[src/rtl/add8_seq_ctrl.sv]
// add8_seq_ctrl: runs a wide add one byte slice at a time through a shared 8-bit adder.
// Define ADD_SUB_EN to make op=1 compute A-B; without it op is ignored.
module add8_seq_ctrl #(
  parameter int SLICES = 4,
  parameter int IDXW = (SLICES > 1) ? $clog2(SLICES) : 1
) (
  input  logic                clk,
  input  logic                rst,
  input  logic                in_valid,
  output logic                in_ready,
  input  logic [8*SLICES-1:0] op_a,
  input  logic [8*SLICES-1:0] op_b,
  input  logic                cin,
  input  logic                op,
  output logic                out_valid,
  input  logic                out_ready,
  output logic [8*SLICES-1:0] result,
  output logic                cout,
  output logic                zero,
  output logic                ovf,
  output logic [7:0]          add_a,
  output logic [7:0]          add_b,
  output logic                add_cin,
  input  logic [7:0]          add_sum,
  input  logic                add_cout
);
  localparam int W = 8 * SLICES;
  typedef enum logic [1:0] {IDLE, RUN, DONE} state_t;
  state_t state;
  logic [W-1:0] a_r, b_r, b_eff, res_nxt;
  logic [IDXW-1:0] idx;
  logic carry, c_eff, last, run;
`ifdef ADD_SUB_EN
  // Subtraction is A + ~B + 1, so the incoming carry is forced high.
  assign b_eff = op ? ~op_b : op_b;
  assign c_eff = op | cin;
`else
  logic unused_op;
  assign unused_op = op;
  assign b_eff = op_b;
  assign c_eff = cin;
`endif
  assign run = state == RUN;
  assign last = idx == IDXW'(SLICES - 1);
  assign in_ready = state == IDLE;
  assign out_valid = state == DONE;
  assign add_a = run ? a_r[8*idx +: 8] : 8'd0;
  assign add_b = run ? b_r[8*idx +: 8] : 8'd0;
  assign add_cin = run ? carry : 1'b0;
  always_comb begin
    res_nxt = result;
    res_nxt[8*idx +: 8] = add_sum;
  end
  always_ff @(posedge clk) begin
    if (rst) begin
      state <= IDLE;
      idx <= '0;
      carry <= 1'b0;
      result <= '0;
      cout <= 1'b0;
      zero <= 1'b0;
      ovf <= 1'b0;
      a_r <= '0;
      b_r <= '0;
    end else begin
      case (state)
        IDLE: if (in_valid) begin
          a_r <= op_a;
          b_r <= b_eff;
          carry <= c_eff;
          result <= '0;
          idx <= '0;
          state <= RUN;
        end
        RUN: begin
          result <= res_nxt;
          carry <= add_cout;
          idx <= last ? '0 : idx + 1'b1;
          if (last) begin
            cout <= add_cout;
            zero <= res_nxt == '0;
            ovf <= (a_r[W-1] == b_r[W-1]) && (add_sum[7] != a_r[W-1]);
            state <= DONE;
          end
        end
        DONE: if (out_ready) state <= IDLE;
        default: state <= IDLE;
      endcase
    end
  end
endmodule

[config.mk]
export PLATFORM = sky130hd
export DESIGN_NAME = add8_seq_ctrl
export DESIGN_NICKNAME = d
export VERILOG_FILES = /design/src/rtl/add8_seq_ctrl.sv
export SDC_FILE = /design/constraint.sdc
export NUM_CORES = 1
export LEC_CHECK = 0
export BUFFER_PORTS_ARGS = -buffer_cell sky130_fd_sc_hd__buf_4
export CAP_MARGIN = 5
export CORE_ASPECT_RATIO = 1.25
export CORE_MARGIN = 2
export CORE_UTILIZATION = 51
export DETAILED_ROUTE_END_ITERATION = 10
export GPL_ROUTABILITY_DRIVEN = 1
export PLACE_DENSITY = 0.79
export SKIP_CTS_REPAIR_TIMING = 1
export SLEW_MARGIN = 20
export SYNTH_ARGS = -nofsm -noshare
export SYNTH_HDL_FRONTEND = slang
export SYNTH_SLANG_ARGS = --single-unit
[constraint.sdc]
create_clock -name clk -period 2.7 [get_ports clk]
set_input_delay 0.54 -clock clk [delete_from_list [all_inputs] [get_ports clk]]
set_output_delay 0.54 -clock clk [all_outputs]
set_load 0.02 [all_outputs]
==> impl_metrics.ini, run 1 <==
[cells_and_area]
nNetsFinal = 725
fin_area_sq_mm = 0.00574
final_common_cell = buf_4
diodes = 0
drive_above_1_share_pct = 28.4
final_cell_mix = buf_4 (141), nand2_1 (137), dfxtp_1 (104), a21oi_1 (76), nor2_1 (41)
area_growth_pct = 27.8
utilization_pct = 66.7

[worst_setup_path]
slowest_delay_ns = 0.54
path_buf_inv = 2
path_max_fanout = 17
crit_path_start_kind = flip-flop
crit_top_cell = buf_4
required_ns = 2.16
crit_slowest_cell = mux4_2
cp_data_arrival_time_ns = 1.89
rrSetupSlack_ns = 0.52
critPathKind = reg -> out
endpoint_kind = output pin
crit_family = multiplexers
path_cells = buf_4 -> mux4_2 -> and2_1 -> buf_4

[yosys]
synth_compound_area_share_pct = 16.6
post_synth.cell_area_avg_sq_um = 8.51
synth_xor_area_share_pct = 0
synth_fp_nets = 613
synth_top_family_by_area = simple AND/OR/NAND/NOR gates
synth-async-reset-ratio_pct = 0
yosys_most_used_dff = dfxtp_1
synth_fa_ha_area_share_pct = 1.67
muxShareOfSynthArea_pct = 8.47
ys_warn_count = 0
ys_ff_latch = 104
synth_cell_types = 41
netlist_area_sq_mm = 0.00449
synth_simple_gate_area_share_pct = 22.8
synth_cells = 528
yosysSeqAreaShare_pct = 46.3
synth-edff-count = 0

[global_route]
grt_max_degree = 68
grt_overflow = 0
grt_usage_pct = 24.9
antenna_found_initial = 0
grt_pass1_vias = 4094
grt_pass1_wl_mm = 18.8

[floorplan]
die_x_um = 88.0
core_area_sq_mm = 0.00861
start_util_pct = 52.2
die_y_um = 109
dieArea_sq_mm = 0.00958
ioPinCount = 133
num_rows = 38

[place]
globalplace.congestion = 0.875
place_worst_setup_slack_ns = 0.574
placed_area_sq_mm = 0.00554
hpwlAfterDp_mm = 8.42
io_buffers = 131

[sta]
slew_headroom_pct = 54.9
slew_viol_final = 0
setup-violations-final = 0
grt_setup_unrepaired = false
hold_ws_ns = 0.417
tightest_slew_ns = 0.676
setup_tns_ns = 0
hold_viol = 0
setup_ws_ns = 0.272
finClkSkew_ns = 0.00944
fin_crit_sh_pct = 89.9
post-route-min-period_ns = 2.43
fmax_mhz = 412

[route]
ant_nets = 0
wl_mm = 11.6
vias = 4159
first_iter_violations = 230
vias_per_cell = 5.44
wl_per_cell_um = 15.1
dr.pass1.iters = 4
drc = 0

[clock_network]
cts_tree = done
clock_path_buffers = 2
insertion_delay_ns = 0.36
cts_sinks = 104
clk_pin_slew_ns = 0.10
cts_buffers = 9
cts_root_buf = clkbuf_8
htreeDepth = 3

[min_path]
hp-class = in -> reg

[power_and_ir_drop]
powerDensity_mw_per_mm2 = 536
ir_drop_v = 0.000301
p_leak_nw = 2.34

[run]
cap_violations = 0

[status]
status = complete, no violations
-- final timing paths --
path / from / to / cells after the start
setup / recovery: idx[0]$_SDFFE_PP0P_ / add_a[6] / 4
setup reg to reg: idx[0]$_SDFFE_PP0P_ / zero$_SDFFE_PP0P_ / 7
hold / removal: op_a[18] / a_r[18]$_SDFFE_PP0P_ / 3
hold reg to reg: b_r[21]$_SDFFE_PP0P_ / b_r[21]$_SDFFE_PP0P_ / 2
-- flip-flops by register name (all words and copies together) (netlist names), 2 cells and up --
name and flops:
b_r 32, idx 2, a_r 32, state 2, result 32
-- worst min-delay path, delay by kind of cell --
family | cells | cell delay [ns]
compound gates | 1 | 0.05
simple gates | 1 | 0.04
buf+inv | 1 | 0.11
-- cell usage after synthesis (2+ instances only) --
cell type	n	area share, %
ha_1	6	1.7
a22oi_1	30	5.0
nand3_1	8	0.89
nor3_1	8	0.89
mux4_2	16	8.0
o31ai_1	2	0.33
nand2_1	137	11
nor4_1	4	0.56
nand2b_1	3	0.42
nor2b_1	2	0.28
nor2_1	41	3.4
inv_1	4	0.33
o21bai_1	2	0.33
dfxtp_1	104	46
nand3b_1	2	0.33
and2_1	20	2.8
a21oi_1	76	8.5
a21oi_2	3	0.58
mux2i_1	2	0.45
clkbuf_1	25	2.1
buf_2	13	1.4
-- metal layers --
metal	GRT usage [%]	vias up	wire length (um)
li1	-	2035	-
met1	29.2	1963	4390
met2	44.0	138	6240
met3	3.79	23	641
met4	12.1	0	289
met5	0	-	0
-- metrics by stage --
step           power, W  cells
3_5_place_dp    0.00213    749
5_1_grt         0.00322    765
4_1_cts         0.00311    765
2_1_floorplan   0.00194    528
3_3_place_gp    0.00212    749
6_report        0.00308    765
-- logic make-up after synthesis --
group | Yosys count
and+or+nand+nor | 233
AOI/OAI and AO/OA | 123
adders and majority gates | 6
muxes | 18
buffers and inverters | 44
DFF | 104
-- report_power, final --
part	switching, W	internal, W
clock network	0.000528	0.000457
registers	0.0000374	0.00160
logic	0.000245	0.000211
-- cell type report --
cell class / instances / area, sq um
clock buffers: 10 / 138
fillers: 738 / 2870
well taps: 120 / 150
inverters: 4 / 15.0
flip-flops and latches: 104 / 2080
clock inverters: 6 / 67.6
multi-input cells: 380 / 2230
repair buffers: 141 / 1060
Note: power is estimated with default switching activity, not from simulation.
==> run 2: changes to the inputs <==
--- a/config.mk
+++ b/config.mk
@@ -5,14 +5,15 @@
 export SDC_FILE = /design/constraint.sdc
 export NUM_CORES = 1
 export LEC_CHECK = 0
+export ABC_AREA = 1
 export BUFFER_PORTS_ARGS = -buffer_cell sky130_fd_sc_hd__buf_4
 export CAP_MARGIN = 5
 export CORE_ASPECT_RATIO = 1.25
 export CORE_MARGIN = 2
-export CORE_UTILIZATION = 51
+export CORE_UTILIZATION = 45
 export DETAILED_ROUTE_END_ITERATION = 10
 export GPL_ROUTABILITY_DRIVEN = 1
-export PLACE_DENSITY = 0.79
+export PLACE_DENSITY = 0.7
 export SKIP_CTS_REPAIR_TIMING = 1
 export SLEW_MARGIN = 20
 export SYNTH_ARGS = -nofsm -noshare
==> impl_metrics.ini, run 2 <==
[route]
wl_mm = 14.0
dr.pass1.iters = 4
first_iter_violations = 266
vias = 5235
vias_per_cell = 5.09
wl_per_cell_um = 13.6
ant_nets = 0
drc = 0

[floorplan]
dieArea_sq_mm = 0.0120
num_rows = 43
start_util_pct = 45.6
die_x_um = 98.3
ioPinCount = 133
die_y_um = 122
core_area_sq_mm = 0.0110

[sta]
setup_ws_ns = 0.264
post-route-min-period_ns = 2.44
hold_ws_ns = 0.393
finClkSkew_ns = 0.00642
tightest_slew_ns = 0.777
setup_tns_ns = 0
fmax_mhz = 411
slew_headroom_pct = 48.1
fin_crit_sh_pct = 90.2
setup-violations-final = 0
hold_viol = 0
slew_viol_final = 0
grt_setup_unrepaired = false

[min_path]
min_delay_path_depth = 2
hp-class = in -> reg

[global_route]
grt_pass1_vias = 4925
grt_overflow = 0
grt_usage_pct = 22.8
grt_pass1_wl_mm = 22.2
grt_max_degree = 68
antenna_found_initial = 0

[clock_network]
clk_pin_slew_ns = 0.08
insertion_delay_ns = 0.35
cts_buffers = 9
htreeDepth = 3
cts_sinks = 104
cts_root_buf = clkbuf_16
clock_path_buffers = 2
cts_tree = done

[yosys]
synth_cells = 781
synth-async-reset-ratio_pct = 0
synth_top_area_cell = dfxtp_1
synth.area.top_cells = dfxtp_1 (42%), nor2_1 (19%), o21ai_0 (11%), nand2_1 (8.4%), a21oi_1 (5.7%)
yosysSeqAreaShare_pct = 41.6
yosysMostFrequentCell = nor2_1
synth_cell_types = 25
ys_warn_count = 0
yosys_most_used_dff = dfxtp_1
netlist_area_sq_mm = 0.00500
post_synth.cell_area_avg_sq_um = 6.41
synth_fp_nets = 866
ys_ff_latch = 104
synth-edff-count = 0
synthTopCellsByCount = nor2_1 (258), nand2_1 (112), o21ai_0 (110)
netlist.area_leader.share_pct = 41.6

[worst_setup_path]
path_cells = buf_4 -> nor2_1 -> nor2_1 -> o21ai_0 -> a21oi_1 -> buf_4
crit_family = buffers and inverters
required_ns = 2.16
crit_slowest_cell = dfxtp_2
critPathKind = reg -> out
slowest_delay_ns = 0.43
endpoint_kind = output pin
path_buf_inv = 2
rrSetupSlack_ns = 0.55
cp_num_cells = 6
path_max_fanout = 30
r2r.worst_path.cells = 11
cp_data_arrival_time_ns = 1.90
crit_path_start_kind = flip-flop

[cells_and_area]
drive_above_1_share_pct = 19.7
layoutNonFillerInstCount = 1028
final_common_cell = nor2_1
final_cell_mix = nor2_1 (257), buf_4 (142), nand2_1 (111), o21ai_0 (110), dfxtp_1 (103)
fillCellCount = 1117
area_growth_pct = 26.6
nNetsFinal = 973
reg_top3 = a_r (32), b_r (32), result (32)
diodes = 0
fin_area_sq_mm = 0.00633

[power_and_ir_drop]
p_leak_nw = 2.81
ir_drop_v = 0.000357
powerDensity_mw_per_mm2 = 575

[place]
hpwlAfterDp_mm = 10.0
io_buffers = 131
place_worst_setup_slack_ns = 0.562
placed_area_sq_mm = 0.00604
globalplace.congestion = 0.937
dp_cells = 1012

[status]
status = complete, no violations

[run]
cap_violations = 0
-- run 2: cell types whose count changed after synthesis, moves of 4 or more --
cell / before / now
nand2_1: 137 / 112
inv_1: 4 / 38
and2_1: 20 / 0
a22oi_1: 30 / 0
nand3_1: 8 / 27
o21ai_0: 0 / 110
buf_2: 13 / 18
mux4_2: 16 / 0
inv_2: 0 / 9
a21oi_1: 76 / 57
nor2_1: 41 / 258
nor4_1: 4 / 0
nor3_1: 8 / 0
-- run 2: final cells by class --
type / instances / area (sq um) / share of cell area [%]
multi-input combinational: 583 / 2540 / 40.1
sequential: 104 / 2080 / 32.9
timing repair buffer: 142 / 1070 / 16.8
clock buffer: 9 / 225 / 3.56
inverter: 48 / 180 / 2.84
tap: 135 / 169 / 2.67
clock inverter: 7 / 71.3 / 1.13
-- run 2: through the flow --
stage               utilization, %  total power [W]
global placement              55.0          0.00236
CTS                           57.7          0.00367
floorplan                        -          0.00213
detailed placement            55.0          0.00237
finish                        57.7          0.00364
global route                  57.7          0.00381
-- run 2: per-layer routing --
metal	GRT usage, %	vias to the layer above	share of wire (%)
met5	0	-	0
met4	9.25	0	2.7
met3	4.76	28	5.6
met2	42.0	157	51
met1	25.6	2357	41
li1	-	2693	-
-- run 2: final timing paths --
path / from / end
worst max-delay path: idx[0]$_SDFFE_PP0P_ / add_a[1]
worst min-delay path: rst / result[22]$_SDFFE_PP0P_
worst max register to register: idx[0]$_SDFFE_PP0P_ / zero$_SDFFE_PP0P_
worst min register to register: a_r[14]$_SDFFE_PP0P_ / a_r[14]$_SDFFE_PP0P_
-- run 2: logic make-up after synthesis --
kind of cell    after synthesis  synth area share (%)
simple gates                406                  31.9
compound gates              171                  17.3
flops                       104                  41.6
buf+inv                      94                  7.75
fa+ha+maj                     6                  1.50
-- run 2: where the power goes --
part / switching, W / internal, W
Combinational: 0.000409 / 0.000250
Clock: 0.000648 / 0.000659
Sequential: 0.0000498 / 0.00163
Total: 0.00111 / 0.00254
==> run 3: changes to the inputs <==
==> constraint.sdc (replaced) <==
create_clock -name clk -period 2.95 [get_ports clk]
set_input_delay 0.59 -clock clk [delete_from_list [all_inputs] [get_ports clk]]
set_output_delay 0.59 -clock clk [all_outputs]
set_load 0.02 [all_outputs]
==> impl_metrics.ini, run 3 (synthesis gave the netlist of run 2 again) <==
[route]
ant_nets = 0
drc = 0
dr.pass1.iters = 6
vias = 5252
vias_per_cell = 5.12
first_iter_violations = 257
wl_per_cell_um = 13.7
wl_mm = 14.0

[place]
globalplace.congestion = 0.941
hpwlAfterDp_mm = 9.96
io_buffers = 131

[worst_setup_path]
crit-reg2reg-launch = idx[0]$_SDFFE_PP0P_
cp_data_arrival_time_ns = 1.95
endpoint_kind = output pin
r2r.worst_path.cells = 11
rrSetupSlack_ns = 0.70
required_ns = 2.36
crit_path_start_kind = flip-flop
critPathKind = reg -> out
r2r_end = zero$_SDFFE_PP0P_
path_max_fanout = 30
crit_path_end = add_b[3]
crit_start = idx[0]$_SDFFE_PP0P_

[sta]
setup-violations-final = 0
hold_viol = 0
slew_viol_final = 0
post-route-min-period_ns = 2.54
grt_setup_unrepaired = false
finClkSkew_ns = 0.00912
fin_crit_sh_pct = 86.1
slew_headroom_pct = 48.1
fmax_mhz = 394
hold_ws_ns = 0.477
setup_tns_ns = 0
tightest_slew_ns = 0.777

[floorplan]
num_rows = 43
core_area_sq_mm = 0.0110
die_x_um = 98.3
ioPinCount = 133
start_util_pct = 45.6
dieArea_sq_mm = 0.0120
die_y_um = 122

[cells_and_area]
multi_input_comb_area_sq_mm = 0.00254
reg_top3 = a_r (32), b_r (32), result (32)
diodes = 0
area_growth_pct = 27.0
drive_above_1_share_pct = 19.5
seq_area_sq_mm = 0.00208
final_common_cell = nor2_1
final_cell_mix = nor2_1 (257), buf_4 (140), nand2_1 (111), o21ai_0 (110), dfxtp_1 (103)
fillCellCount = 1114
nNetsFinal = 971

[power_and_ir_drop]
p_leak_nw = 2.81
ir_drop_v = 0.000329
powerDensity_mw_per_mm2 = 543
p_total_w = 0.00345

[clock_network]
insertion_delay_ns = 0.35
clock_path_buffers = 2
cts_buffers = 9
cts_tree = done
htreeDepth = 3
cts_sinks = 104
clk_pin_slew_ns = 0.07
cts_root_buf = clkbuf_16

[status]
status = complete, no violations

[global_route]
grt_pass1_vias = 4956
grt_pass1_wl_mm = 22.5
grt_overflow = 0
antenna_found_initial = 0
grt_usage_pct = 23.2
grt_max_degree = 68

[min_path]
hp-class = reg -> reg

[run]
cap_violations = 0
==> run 3: worst max-delay path: stages, from the launching register on <==
cell and delay, ns:
dfxtp_2 0.55, inv_2 0.13, buf_4 0.25, o21ai_0 0.38, a21oi_1 0.12, buf_4 0.18
==> run 3: final cells by class <==
type	count	area share, %
multi-input cells	583	40.0
flip-flops and latches	104	32.8
repair buffers	140	16.5
clock buffers	10	3.76
inverters	48	2.84
well taps	135	2.66
clock inverters	6	1.44
==> run 3: power breakdown <==
group | total, W | internal, W | switching (W)
logic | 0.000593 | 0.000227 | 0.000366
clock network | 0.00131 | 0.000772 | 0.000543
registers | 0.00154 | 0.00149 | 0.0000503
total | 0.00345 | 0.00249 | 0.000959
==> run 3: metal layers <==
metal / routed length [um] / global-route usage, % / share of wire, %
met2: 7100 / 41.7 / 51
met4: 418 / 11.4 / 3.0
met1: 5600 / 26.7 / 40
met5: 0 / 0 / 0
met3: 934 / 3.84 / 6.7
==> run 3: how the worst min path moves through the flow <==
stage / from / end / slack, ns / cells after the start
after global placement: a_r[10]$_SDFFE_PP0P_ / a_r[10]$_SDFFE_PP0P_ / 0.46 / 2
after floorplan: a_r[10]$_SDFFE_PP0P_ / a_r[10]$_SDFFE_PP0P_ / 0.45 / 2
after global routing: result[28]$_SDFFE_PP0P_ / result[28]$_SDFFE_PP0P_ / 0.50 / 2
after CTS: a_r[11]$_SDFFE_PP0P_ / a_r[11]$_SDFFE_PP0P_ / 0.48 / 2
final: a_r[11]$_SDFFE_PP0P_ / a_r[11]$_SDFFE_PP0P_ / 0.48 / 2
after detailed placement: a_r[11]$_SDFFE_PP0P_ / a_r[11]$_SDFFE_PP0P_ / 0.46 / 2
==> run 3: per-stage QoR <==
| stage | util (%) | setup WS, ns | instance area, sq um | instances |
|---|---|---|---|---|
| 6_report | 57.9 | 0.410 | 6350 | 1026 |
| 5_1_grt | 57.9 | 0.311 | 6350 | 1026 |
| 4_1_cts | 57.9 | 0.360 | 6350 | 1026 |
| 3_5_place_dp | 54.9 | 0.736 | 6020 | 1010 |
| 3_3_place_gp | 54.9 | 0.777 | 6020 | 1010 |
| 2_1_floorplan | - | 0.899 | 5000 | 781 |
